[src/rtl/instruction_issuer_pkg.sv]
// issuer_pkg: shared types and constants for the instruction issuer.
// Imported by the interface, FIFO and top.
package issuer_pkg;

    localparam int INSTR_W = 32;

    localparam logic [INSTR_W-1:0] NOP_INSTR = 32'h00000013;

    typedef enum logic [1:0] {
        IDLE    = 2'd0,
        ISSUE   = 2'd1,
        RELEASE = 2'd2,
        ERROR   = 2'd3
    } state_e;

endpackage

[src/rtl/instruction_issuer_if.sv]
// instruction_issuer_if: host load port, core valid/complete handshake
// and status outputs of the instruction issuer.
interface instruction_issuer_if #(
    parameter int DEPTH = 16
) ();
    import issuer_pkg::*;

    logic [INSTR_W-1:0]      loadInstruction;
    logic                    loadValid;
    logic                    loadReady;
    logic                    start;
    logic [INSTR_W-1:0]      instruction;
    logic                    validInstruction;
    logic                    completeInstruction;
    logic                    busy;
    logic                    done;
    logic                    timeoutError;
    logic [$clog2(DEPTH):0]  fifoCount;
    logic [31:0]             issuedCount;
    logic [31:0]             stallCycles;

    modport master (
        input  loadInstruction, loadValid, start, completeInstruction,
        output loadReady, instruction, validInstruction, busy, done,
        output timeoutError, fifoCount, issuedCount, stallCycles
    );

    modport slave (
        output loadInstruction, loadValid, start, completeInstruction,
        input  loadReady, instruction, validInstruction, busy, done,
        input  timeoutError, fifoCount, issuedCount, stallCycles
    );

endinterface

[src/rtl/instruction_issuer_fifo.sv]
// issue_fifo: synchronous DEPTH x INSTR_W FIFO with extra-bit pointers
// so full and empty are distinguished without a separate counter.
module issue_fifo
    import issuer_pkg::*;
#(
    parameter int DEPTH = 16
) (
    input  logic                    clk,
    input  logic                    reset,
    input  logic                    push,
    input  logic [INSTR_W-1:0]      push_data,
    input  logic                    pop,
    output logic [INSTR_W-1:0]      head,
    output logic [$clog2(DEPTH):0]  count,
    output logic                    full,
    output logic                    empty
);
    localparam int AW = $clog2(DEPTH);

    logic [INSTR_W-1:0] mem_q [DEPTH];
    logic [AW:0]        wr_q;
    logic [AW:0]        rd_q;

    always_ff @(posedge clk or negedge reset) begin
        if (!reset) begin
            wr_q <= '0;
            rd_q <= '0;
        end else begin
            if (push) wr_q <= wr_q + (AW+1)'(1);
            if (pop)  rd_q <= rd_q + (AW+1)'(1);
        end
    end

    always_ff @(posedge clk) begin
        if (push) mem_q[wr_q[AW-1:0]] <= push_data;
    end

    assign head  = mem_q[rd_q[AW-1:0]];
    assign count = wr_q - rd_q;
    assign empty = (wr_q == rd_q);
    assign full  = (wr_q[AW] != rd_q[AW]) &&
                   (wr_q[AW-1:0] == rd_q[AW-1:0]);

endmodule

[src/rtl/instruction_issuer.sv]
// instruction_issuer: queue-fed initiator of the core's valid/complete
// instruction handshake, with completion watchdog and issue statistics.
module instruction_issuer
    import issuer_pkg::*;
#(
    parameter int DEPTH   = 16,
    parameter int TIMEOUT = 64
) (
    input logic                  clk,
    input logic                  reset,
    instruction_issuer_if.master bus
);
    localparam int AW = $clog2(DEPTH);
    localparam int WW = $clog2(TIMEOUT + 1);
    localparam logic [WW-1:0] WD_LAST = WW'(TIMEOUT - 1);

    state_e             state_q, state_d;
    logic [INSTR_W-1:0] instr_q;
    logic [INSTR_W-1:0] head;
    logic               valid_q, busy_q, done_q, err_q;
    logic [31:0]        issued_q, stall_q;
    logic [WW-1:0]      wd_q;
    logic [AW:0]        count;
    logic               full, empty, push, pop;

    // A stale completion outside ISSUE must never pop the queue.
    assign pop  = (state_q == ISSUE) && bus.completeInstruction;
    assign push = bus.loadValid && bus.loadReady;
    assign bus.loadReady = !full || pop;

    issue_fifo #(
        .DEPTH (DEPTH)
    ) u_fifo (
        .clk       (clk),
        .reset     (reset),
        .push      (push),
        .push_data (bus.loadInstruction),
        .pop       (pop),
        .head      (head),
        .count     (count),
        .full      (full),
        .empty     (empty)
    );

    always_comb begin
        state_d = state_q;
        unique case (state_q)
            IDLE:    if (bus.start && !empty) state_d = ISSUE;
            ISSUE: begin
                if (pop)                  state_d = RELEASE;
                else if (wd_q == WD_LAST) state_d = ERROR;
            end
            RELEASE: state_d = empty ? IDLE : ISSUE;
            ERROR:   if (bus.start) state_d = IDLE;
            default: state_d = IDLE;
        endcase
    end

    // Outputs are loaded from the next state so they all change on the edge.
    always_ff @(posedge clk or negedge reset) begin
        if (!reset) begin
            state_q  <= IDLE;
            instr_q  <= '0;
            valid_q  <= 1'b0;
            busy_q   <= 1'b0;
            done_q   <= 1'b0;
            err_q    <= 1'b0;
            wd_q     <= '0;
            issued_q <= '0;
            stall_q  <= '0;
        end else begin
            state_q <= state_d;
            valid_q <= (state_d == ISSUE);
            instr_q <= (state_d == ISSUE) ? head : '0;
            busy_q  <= (state_d == ISSUE) || (state_d == RELEASE);
            done_q  <= (state_q == RELEASE) && empty;
            err_q   <= (state_d == ERROR);
            wd_q    <= (state_q == ISSUE) ? wd_q + WW'(1) : '0;
            if (pop)              issued_q <= issued_q + 32'd1;
            if (state_q == ISSUE) stall_q  <= stall_q + 32'd1;
        end
    end

    assign bus.instruction      = instr_q;
    assign bus.validInstruction = valid_q;
    assign bus.busy             = busy_q;
    assign bus.done             = done_q;
    assign bus.timeoutError     = err_q;
    assign bus.fifoCount        = count;
    assign bus.issuedCount      = issued_q;
    assign bus.stallCycles      = stall_q;

endmodule

[src/flat_wrapper.sv]
// flat-port wrapper written by rule: the top's interface ports become plain ports
module instruction_issuer_flat import issuer_pkg::*;
#(
    parameter int DEPTH   = 16,
    parameter int TIMEOUT = 64
)
  (clk, reset, bus_loadInstruction, bus_loadValid, bus_start, bus_completeInstruction, bus_loadReady, bus_instruction, bus_validInstruction, bus_busy, bus_done, bus_timeoutError, bus_fifoCount, bus_issuedCount, bus_stallCycles);
  instruction_issuer_if #(.DEPTH(DEPTH)) bus_i ();
  input logic clk;
  input logic reset;
  input wire logic [$bits(bus_i.loadInstruction)-1:0] bus_loadInstruction;
  input wire logic [$bits(bus_i.loadValid)-1:0] bus_loadValid;
  input wire logic [$bits(bus_i.start)-1:0] bus_start;
  input wire logic [$bits(bus_i.completeInstruction)-1:0] bus_completeInstruction;
  output wire logic [$bits(bus_i.loadReady)-1:0] bus_loadReady;
  output wire logic [$bits(bus_i.instruction)-1:0] bus_instruction;
  output wire logic [$bits(bus_i.validInstruction)-1:0] bus_validInstruction;
  output wire logic [$bits(bus_i.busy)-1:0] bus_busy;
  output wire logic [$bits(bus_i.done)-1:0] bus_done;
  output wire logic [$bits(bus_i.timeoutError)-1:0] bus_timeoutError;
  output wire logic [$bits(bus_i.fifoCount)-1:0] bus_fifoCount;
  output wire logic [$bits(bus_i.issuedCount)-1:0] bus_issuedCount;
  output wire logic [$bits(bus_i.stallCycles)-1:0] bus_stallCycles;
  assign bus_i.loadInstruction = bus_loadInstruction;
  assign bus_i.loadValid = bus_loadValid;
  assign bus_i.start = bus_start;
  assign bus_i.completeInstruction = bus_completeInstruction;
  assign bus_loadReady = bus_i.loadReady;
  assign bus_instruction = bus_i.instruction;
  assign bus_validInstruction = bus_i.validInstruction;
  assign bus_busy = bus_i.busy;
  assign bus_done = bus_i.done;
  assign bus_timeoutError = bus_i.timeoutError;
  assign bus_fifoCount = bus_i.fifoCount;
  assign bus_issuedCount = bus_i.issuedCount;
  assign bus_stallCycles = bus_i.stallCycles;
  instruction_issuer #(.DEPTH(DEPTH), .TIMEOUT(TIMEOUT)) u_core (.clk(clk), .reset(reset), .bus(bus_i));
endmodule
[config.mk]
export PLATFORM = sky130hd
export DESIGN_NAME = instruction_issuer_flat
export DESIGN_NICKNAME = d
export VERILOG_FILES = /design/src/rtl/instruction_issuer_pkg.sv /design/src/rtl/instruction_issuer_if.sv /design/src/rtl/instruction_issuer_fifo.sv /design/src/rtl/instruction_issuer.sv /design/src/flat_wrapper.sv
export SDC_FILE = /design/constraint.sdc
export NUM_CORES = 1
export LEC_CHECK = 0
export ABC_AREA = 1
export ABC_CLOCK_PERIOD_IN_PS = 3900
export BUFFER_PORTS_ARGS = -buffer_cell sky130_fd_sc_hd__clkbuf_2
export CORE_ASPECT_RATIO = 1.4
export CORE_MARGIN = 5
export CORE_UTILIZATION = 60
export CTS_BUF_LIST = sky130_fd_sc_hd__clkbuf_16
export DETAILED_ROUTE_END_ITERATION = 6
export GPL_TIMING_DRIVEN = 0
export PLACE_DENSITY = 0.79
export SKIP_CTS_REPAIR_TIMING = 1
export SYNTH_ARGS = -nofsm -noshare
export SYNTH_HDL_FRONTEND = slang
export SYNTH_SLANG_ARGS = --single-unit
[constraint.sdc]
create_clock -name clk -period 3.9 [get_ports clk]
set_input_delay 0.195 -clock clk [delete_from_list [all_inputs] [get_ports clk]]
set_output_delay 0.195 -clock clk [all_outputs]
set_load 0.01 [all_outputs]
==> results.md, run 1 <==
- Result of the run: finished with violations
- Failing checks: hold timing
- Static Leak: approximately 12 nW
- Data required time at the worst endpoint: between 4 and 5 ns
- Layout net count: about 2600
- Site row count: 90
- Num ports: roughly 140
- Number of buffers created by CTS: 55
- Layout Cell Area excl Fill: 29600 sq um
- Number of antenna violations at the first check in global routing: 0
- Dpl hpwl: approximately 46000 microns
- Max Root-Sink Buffers: 3
- Leading cell types by total area after synthesis: edfxtp_1, dfrtp_1, nand2_1, nand3_1, a21oi_1
- Netlist Area Pre-Place: 25900 sq um
- Netlist cell types: 33
- Via count of the routed design: about 19000
- Number of violations of the max-capacitance limit: 0
- Final-report hold violation count: 1
- Clock transition at the registers of the reported paths: approximately 0.07 ns
- Via count of the first global-routing pass: 18809
- Routed via count divided by cell count: approximately 6.0
- Sequential area share after synthesis: between 70% and 80%
- DR pass1 iterations: 6
- Mapped Avg Cell Area: 11.3 sq um
- Clock root buffer master: clkbuf_16
- Critical Path Start Type: flip-flop
- Crit-path max FO: 17
- Number of nets still failing antenna checks after routing: 0
- Mux share of post-synthesis cell area: 0%
- Fmax: between 200 and 300 MHz
- CTS tree: done
- Ys async rst share: a little under a fifth
- Adder and majority cell fraction of the synthesized area: less than 1%
- Layout fillers: 2852
- Synth warnings: 0
- Synth Area in Compound Gates: between 2 and 2.5%
- H-tree depth reported by CTS: 2
- Largest net degree at the start of global routing: between 90 and 100
- Top library cells by usage in the layout, fill and taps aside: nand2_1, edfxtp_1, nand3_1, clkbuf_2, dfrtp_1
- Endpoint kind of the worst setup timing path: flip-flop
- RePlAce Congestion: about 0.9
- Leading cell type in the layout, fill and taps excluded: nand2_1
- Routed wire length: 70200 microns
- Critical path start-end classification: flip-flop to flip-flop
- Final Critical Period: 3.77 ns
- Main combinational cell family by area after synthesis: simple AND/OR/NAND/NOR gates
- GR Overflow Total: 0
- Synthesized-area fraction occupied by xor and xnor cells: under 10%
- Number of placed cells counting well taps: roughly 3000
- Chip Width: about 190 microns
- Die Area: around 47000 sq um
- Synthesized instance count: roughly 2300
- Layout area overhead: 14.4%
- Port Buffer Count: approximately 140
- Synthesized Nets: ~2300
- Insertion delay to the later sink of the worst-skew pair: just over 0.6 ns
- Number of violations reported at the end of detailed-routing iteration 0: between 2000 and 2500
- Post-synth EDFFs: approximately 500
- Post-route insts no fill: around 3100
- WP data arrival: a little over 4 ns
- Areal power density over the cells: between 700 and 800 nW/um^2
- Final setup viols: 0
- Number of diodes added for antenna fixing: 0
- Post-Route Skew: ~0.021 ns
- Fraction of final layout cells sized beyond drive strength 1: between 10% and 20%
- Top-area cell type share of the netlist area: 59.4%
- Fraction of the cycle the final worst path needs: ~97%
- Number of max-slew violations in the final report: 0
- Worst hold path type: input pin to flip-flop
- Peak supply drop: roughly 0.48 mV
- Sum Neg Setup Slack: 0 ns
- Core Region: approximately 43000 sq um
- First-pass GRT wire length: between 100000 and 150000 microns
- Cell type contributing the most total cell area after synthesis: edfxtp_1
- Total GRT Usage: between 20% and 30%
- Clock sink count: 631
- Effective utilization at floorplan: roughly three fifths
- Worst hold slack after final layout: -0.0222 ns
- RSZ-0062 raised after global routing: false
- DRC violations left: 0
- Final core utilization: between 60% and 70%
- Die span in y: approximately 260 microns
- Worst rel slew slack: between 20 and 25%
- Worst-margin pin slew: roughly 1.1 ns
- Leading register cell type out of synthesis: edfxtp_1
- Number of synthesized register bits: about 630
- Simple-gate share of the synthesized area: a little over a fifth
- Routed length per placed instance: approximately 23 microns
- Post-Place Cell Area: ~28000 sq um
[metal layers]
metal / wire [microns] / vias to the layer above / GRT usage [%]
li1: - / 8252 / -
met1: 23500 / 8940 / 35.2
met2: 34900 / 1320 / 48.9
met3: 7390 / 295 / 5.16
met4: 4440 / 0 / 16.5
met5: 0 / - / 0
[layout make-up]
cell class	count	area, sq um	share of cell area [%]
Timing Repair Buffer	161	1140	3.85
Inverter	96	363	1.23
Sequential cell	631	18400	62.0
Clock buffer	56	1400	4.73
Tap cell	552	691	2.33
Clock inverter	47	379	1.28
Multi-Input combinational cell	1464	6800	23.0
Buffer	106	483	1.63
[report_power, final]
| part | total, W | internal, W | switching, W |
|---|---|---|---|
| clock network | 0.00542 | 0.00300 | 0.00242 |
| logic | 0.00772 | 0.00209 | 0.00563 |
| registers | 0.00844 | 0.00812 | 0.000324 |
| total | 0.0216 | 0.0132 | 0.00838 |
[cells by family after synthesis]
logic type,count (synthesis)
AO/OA/AOI/OAI,112
AND/OR/NAND/NOR,1289
flip-flops,631
XOR/XNOR,48
buffers and inverters,202
adder cells (fa/ha/maj),15
[registers in the layout, summed over array words and instances (netlist names)]
name / flops
u_core.bus.busy: 1
u_core.u_fifo.rd_q: 5
u_core.bus.timeoutError: 1
u_core.u_fifo.mem_q: 512
u_core.bus.validInstruction: 1
u_core.bus.done: 1
u_core.bus.issuedCount: 32
u_core.bus.stallCycles: 32
u_core.bus.instruction: 32
u_core.u_fifo.wr_q: 5
u_core.wd_q: 7
u_core.state_q: 2
[final timing paths]
| path | start | end | slack [ns] | cells after the start |
|---|---|---|---|---|
| max | u_core.u_fifo.rd_q[1]$_DFFE_PN0P_ | u_core.u_fifo.mem_q[6][30]$_DFFE_PP_ | 0.13 | 13 |
| min | bus_start | u_core.state_q[0]$_DFF_PN0_ | -0.02 | 5 |
| max reg2reg | u_core.u_fifo.rd_q[1]$_DFFE_PN0P_ | u_core.u_fifo.mem_q[6][30]$_DFFE_PP_ | 0.13 | 13 |
| min reg2reg | u_core.wd_q[0]$_DFF_PN0_ | u_core.wd_q[0]$_DFF_PN0_ | 0.47 | 1 |
| max in group asynchronous | reset | u_core.bus.instruction[17]$_DFF_PN0_ | 3.09 | 3 |
| min in group asynchronous | reset | u_core.bus.instruction[4]$_DFF_PN0_ | 0.06 | 2 |
[cells in the mapped netlist, types with 2 or more instances]
cell type  count
nand2_1      793
edfxtp_1     512
nand3_1      339
dfrtp_1      119
a21oi_1       99
nor2_1        98
inv_1         89
buf_2         56
clkbuf_1      38
xnor2_1       27
xor2_1        21
nand4_1       17
nor3_1        15
ha_1          14
buf_1         10
o21ai_0        9
nor2_4         6
inv_2          5
nand3b_1       4
nor2_2         4
nand2_2        3
nand3_2        3
nand2_4        2
nand3_4        2
nor2_8         2
o21ai_1        2
o21bai_1       2
[worst max-delay path, cell delays in order, from the launching register on]
cell	delay, ns
dfrtp_1	0.43
buf_2	0.22
inv_2	0.20
buf_2	0.29
buf_2	0.34
ha_1	0.31
nand2_1	0.06
nor2_1	0.07
nand3_4	0.10
nand2_4	0.08
inv_2	0.14
nand2_1	0.27
nor2_4	0.66
buf_16	0.27
[metrics by stage]
stage          hold slack [ns]  worst slack (ns)  total power, W
2_1_floorplan           -0.101             0.359          0.0129
5_1_grt                 0.0109           0.00543          0.0224
6_report               -0.0222             0.125          0.0216
3_3_place_gp             0.445             -1.59          0.0155
4_1_cts                 -0.512            0.0784          0.0214
3_5_place_dp             0.114            0.0909          0.0160
Note: power is estimated with default switching activity, not from simulation.
==> run 2: changes to the inputs <==
- CTS_CLUSTER_SIZE: default -> 25
- SETUP_SLACK_MARGIN: default -> 0.5
==> results.md, run 2 (synthesized netlist as in run 1, its figures left out) <==
- Result of the run: finished with violations
- Failing checks: DRC, hold timing
- Cell breakdown of the critical path: buf_2 -> inv_2 -> clkbuf_4 -> clkbuf_4 -> ha_1 -> nand2_1 -> nor2_1 -> nand3_4 -> nand2_4 -> inv_2 -> nand2_1 -> nor2_4 -> buf_16
- Number of placed cells counting well taps: 3008
- Number of antenna violations at the first check in global routing: 0
- Number of violations of the max-capacitance limit: 0
- Number of nets still failing antenna checks after routing: 0
- RSZ-0062 raised after global routing: true
- Worst rel slew slack: a little under a fifth
- Critical path start-end classification: flip-flop to flip-flop
- Insertion delay to the later sink of the worst-skew pair: about 0.61 ns
- Post-Route Skew: roughly 0.030 ns
- Depth of the most critical reg-to-reg path: 13
- Chip Width: around 190 microns
- Worst hold path type: input pin to flip-flop
- Final Critical Period: 3.34 ns
- WP data arrival: about 3.6 ns
- Effective utilization at floorplan: about three fifths
- Routed wire length: roughly 73000 microns
- Layout Cell Area excl Fill: around 30000 sq um
- Number of max-slew violations in the final report: 0
- Final-report hold violation count: 1
- Dpl hpwl: between 40000 and 50000 microns
- Worst-margin pin slew: between 1 and 1.5 ns
- Routed length per placed instance: around 23 microns
- Fmax: between 200 and 300 MHz
- Core Region: around 43000 sq um
- H-tree depth reported by CTS: 2
- Post-route insts no fill: between 3000 and 4000
- Clock sink count: roughly 630
- Die Area: 47400 sq um
- Crit-path max FO: 16
- Static Leak: between 10 and 15 nW
- Cell count of the worst hold path: 4
- Fraction of final layout cells sized beyond drive strength 1: between 10% and 20%
- Max Root-Sink Buffers: 3
- Port Buffer Count: around 140
- Data required time at the worst endpoint: ~4.2 ns
- Sum Neg Setup Slack: 0 ns
- CTS tree: done
- Endpoint kind of the worst setup timing path: flip-flop
- Site row count: 90
- Leading cell type in the layout, fill and taps excluded: nand2_1
- Layout area overhead: 15.5%
- Number of violations reported at the end of detailed-routing iteration 0: 2584
- Die span in y: ~260 microns
- Clock transition at the registers of the reported paths: about 0.07 ns
- Peak supply drop: roughly 0.41 mV
- Number of diodes added for antenna fixing: 0
- Via count of the routed design: about 19000
- Final core utilization: a little over two thirds
- First-pass GRT wire length: ~110000 microns
- Slowest stage delay, CP: roughly 0.41 ns
- Areal power density over the cells: 724 nW/um^2
- Number of buffers created by CTS: 56
- Fraction of the cycle the final worst path needs: 85.7%
- CP max stage cell: dfrtp_1
- Post-Place Cell Area: approximately 28000 sq um
- Num ports: approximately 140
- Largest register FFs: between 500 and 600
- Largest net degree at the start of global routing: 95
- Via count of the first global-routing pass: between 15000 and 20000
- Worst hold slack after final layout: -0.0171 ns
- Critical Path Start Type: flip-flop
- Clock root buffer master: clkbuf_16
- DRC violations left: 1
- DR pass1 iterations: 7
- Layout net count: between 2000 and 3000
- Final setup viols: 0
- Top library cells by usage in the layout, fill and taps aside: nand2_1, edfxtp_1, nand3_1, clkbuf_2, dfrtp_1
- GR Overflow Total: 0
- RePlAce Congestion: 0.880
- Total GRT Usage: slightly below 30%
- Routed via count divided by cell count: just over 6
run 2: cell types whose count changed in the layout (fill, tap and decap cells not counted), moves of 2 or more:
cell        before  now
buf_4            1   11
clkinv_2         8   11
bufinv_16        6    2
clkbuf_4         0    2
buf_12           9   19
inv_1          102  106
clkinvlp_4       3    1
buf_16           8   10
run 2: path summary, 6_finish.rpt:
kind / start / end / slack, ns
worst max-delay path: u_core.u_fifo.rd_q[1]$_DFFE_PN0P_ / u_core.u_fifo.mem_q[12][16]$_DFFE_PP_ / 0.56
worst min-delay path: bus_completeInstruction / u_core.bus.issuedCount[3]$_DFFE_PN0P_ / -0.02
worst max register to register: u_core.u_fifo.rd_q[1]$_DFFE_PN0P_ / u_core.u_fifo.mem_q[12][16]$_DFFE_PP_ / 0.56
worst min register to register: u_core.wd_q[0]$_DFF_PN0_ / u_core.wd_q[0]$_DFF_PN0_ / 0.46
max in group asynchronous: reset / u_core.bus.instruction[15]$_DFF_PN0_ / 3.07
min in group asynchronous: reset / u_core.bus.stallCycles[29]$_DFFE_PN0P_ / 0.04
run 2: power by group:
part / leakage [nW] / internal, W / switching (W)
combinational: 4.89 / 0.00220 / 0.00575
clock: 0.904 / 0.00278 / 0.00245
sequential: 6.19 / 0.00811 / 0.000330
total: 12.0 / 0.0131 / 0.00853
run 2: through the flow:
| stage | hold WS, ns | worst slack (ns) | power [W] |
|---|---|---|---|
| after floorplan | -0.101 | 0.359 | 0.0129 |
| after global placement | 0.445 | -1.64 | 0.0155 |
| after detailed placement | 0.111 | 0.106 | 0.0160 |
| after CTS | -0.524 | 0.0358 | 0.0212 |
| after global routing | 0.00295 | 0.466 | 0.0224 |
| final | -0.0171 | 0.556 | 0.0216 |
run 2: cell type report:
| cell class | instances | area, sq um |
|---|---|---|
| Buffer | 106 | 492 |
| Clock buffer | 57 | 1430 |
| Clock inverter | 49 | 274 |
| Fill cell | 2819 | 13000 |
| Inverter | 96 | 363 |
| Multi-Input combinational cell | 1464 | 6810 |
| Sequential cell | 631 | 18400 |
| Tap cell | 552 | 691 |
| Timing Repair Buffer | 182 | 1460 |
run 2: worst max-delay path: cells and delay by family, from the launching register on:
kind,cells,cell delay [ns]
fa+ha+maj,1,0.29
buf+inv,6,1.32
flops,1,0.41
simple gates,6,0.96
run 2: layer usage:
layer  wire length, microns  vias to the layer above  part of all wire [%]  GRT usage, %
li1                       -                     8308                     -             -
met1                  24000                     9026                    33          34.9
met2                  36300                     1427                    50          49.4
met3                   8030                      302                    11          5.52
met4                   4450                        0                   6.1          16.2
met5                      0                        -                     0             0
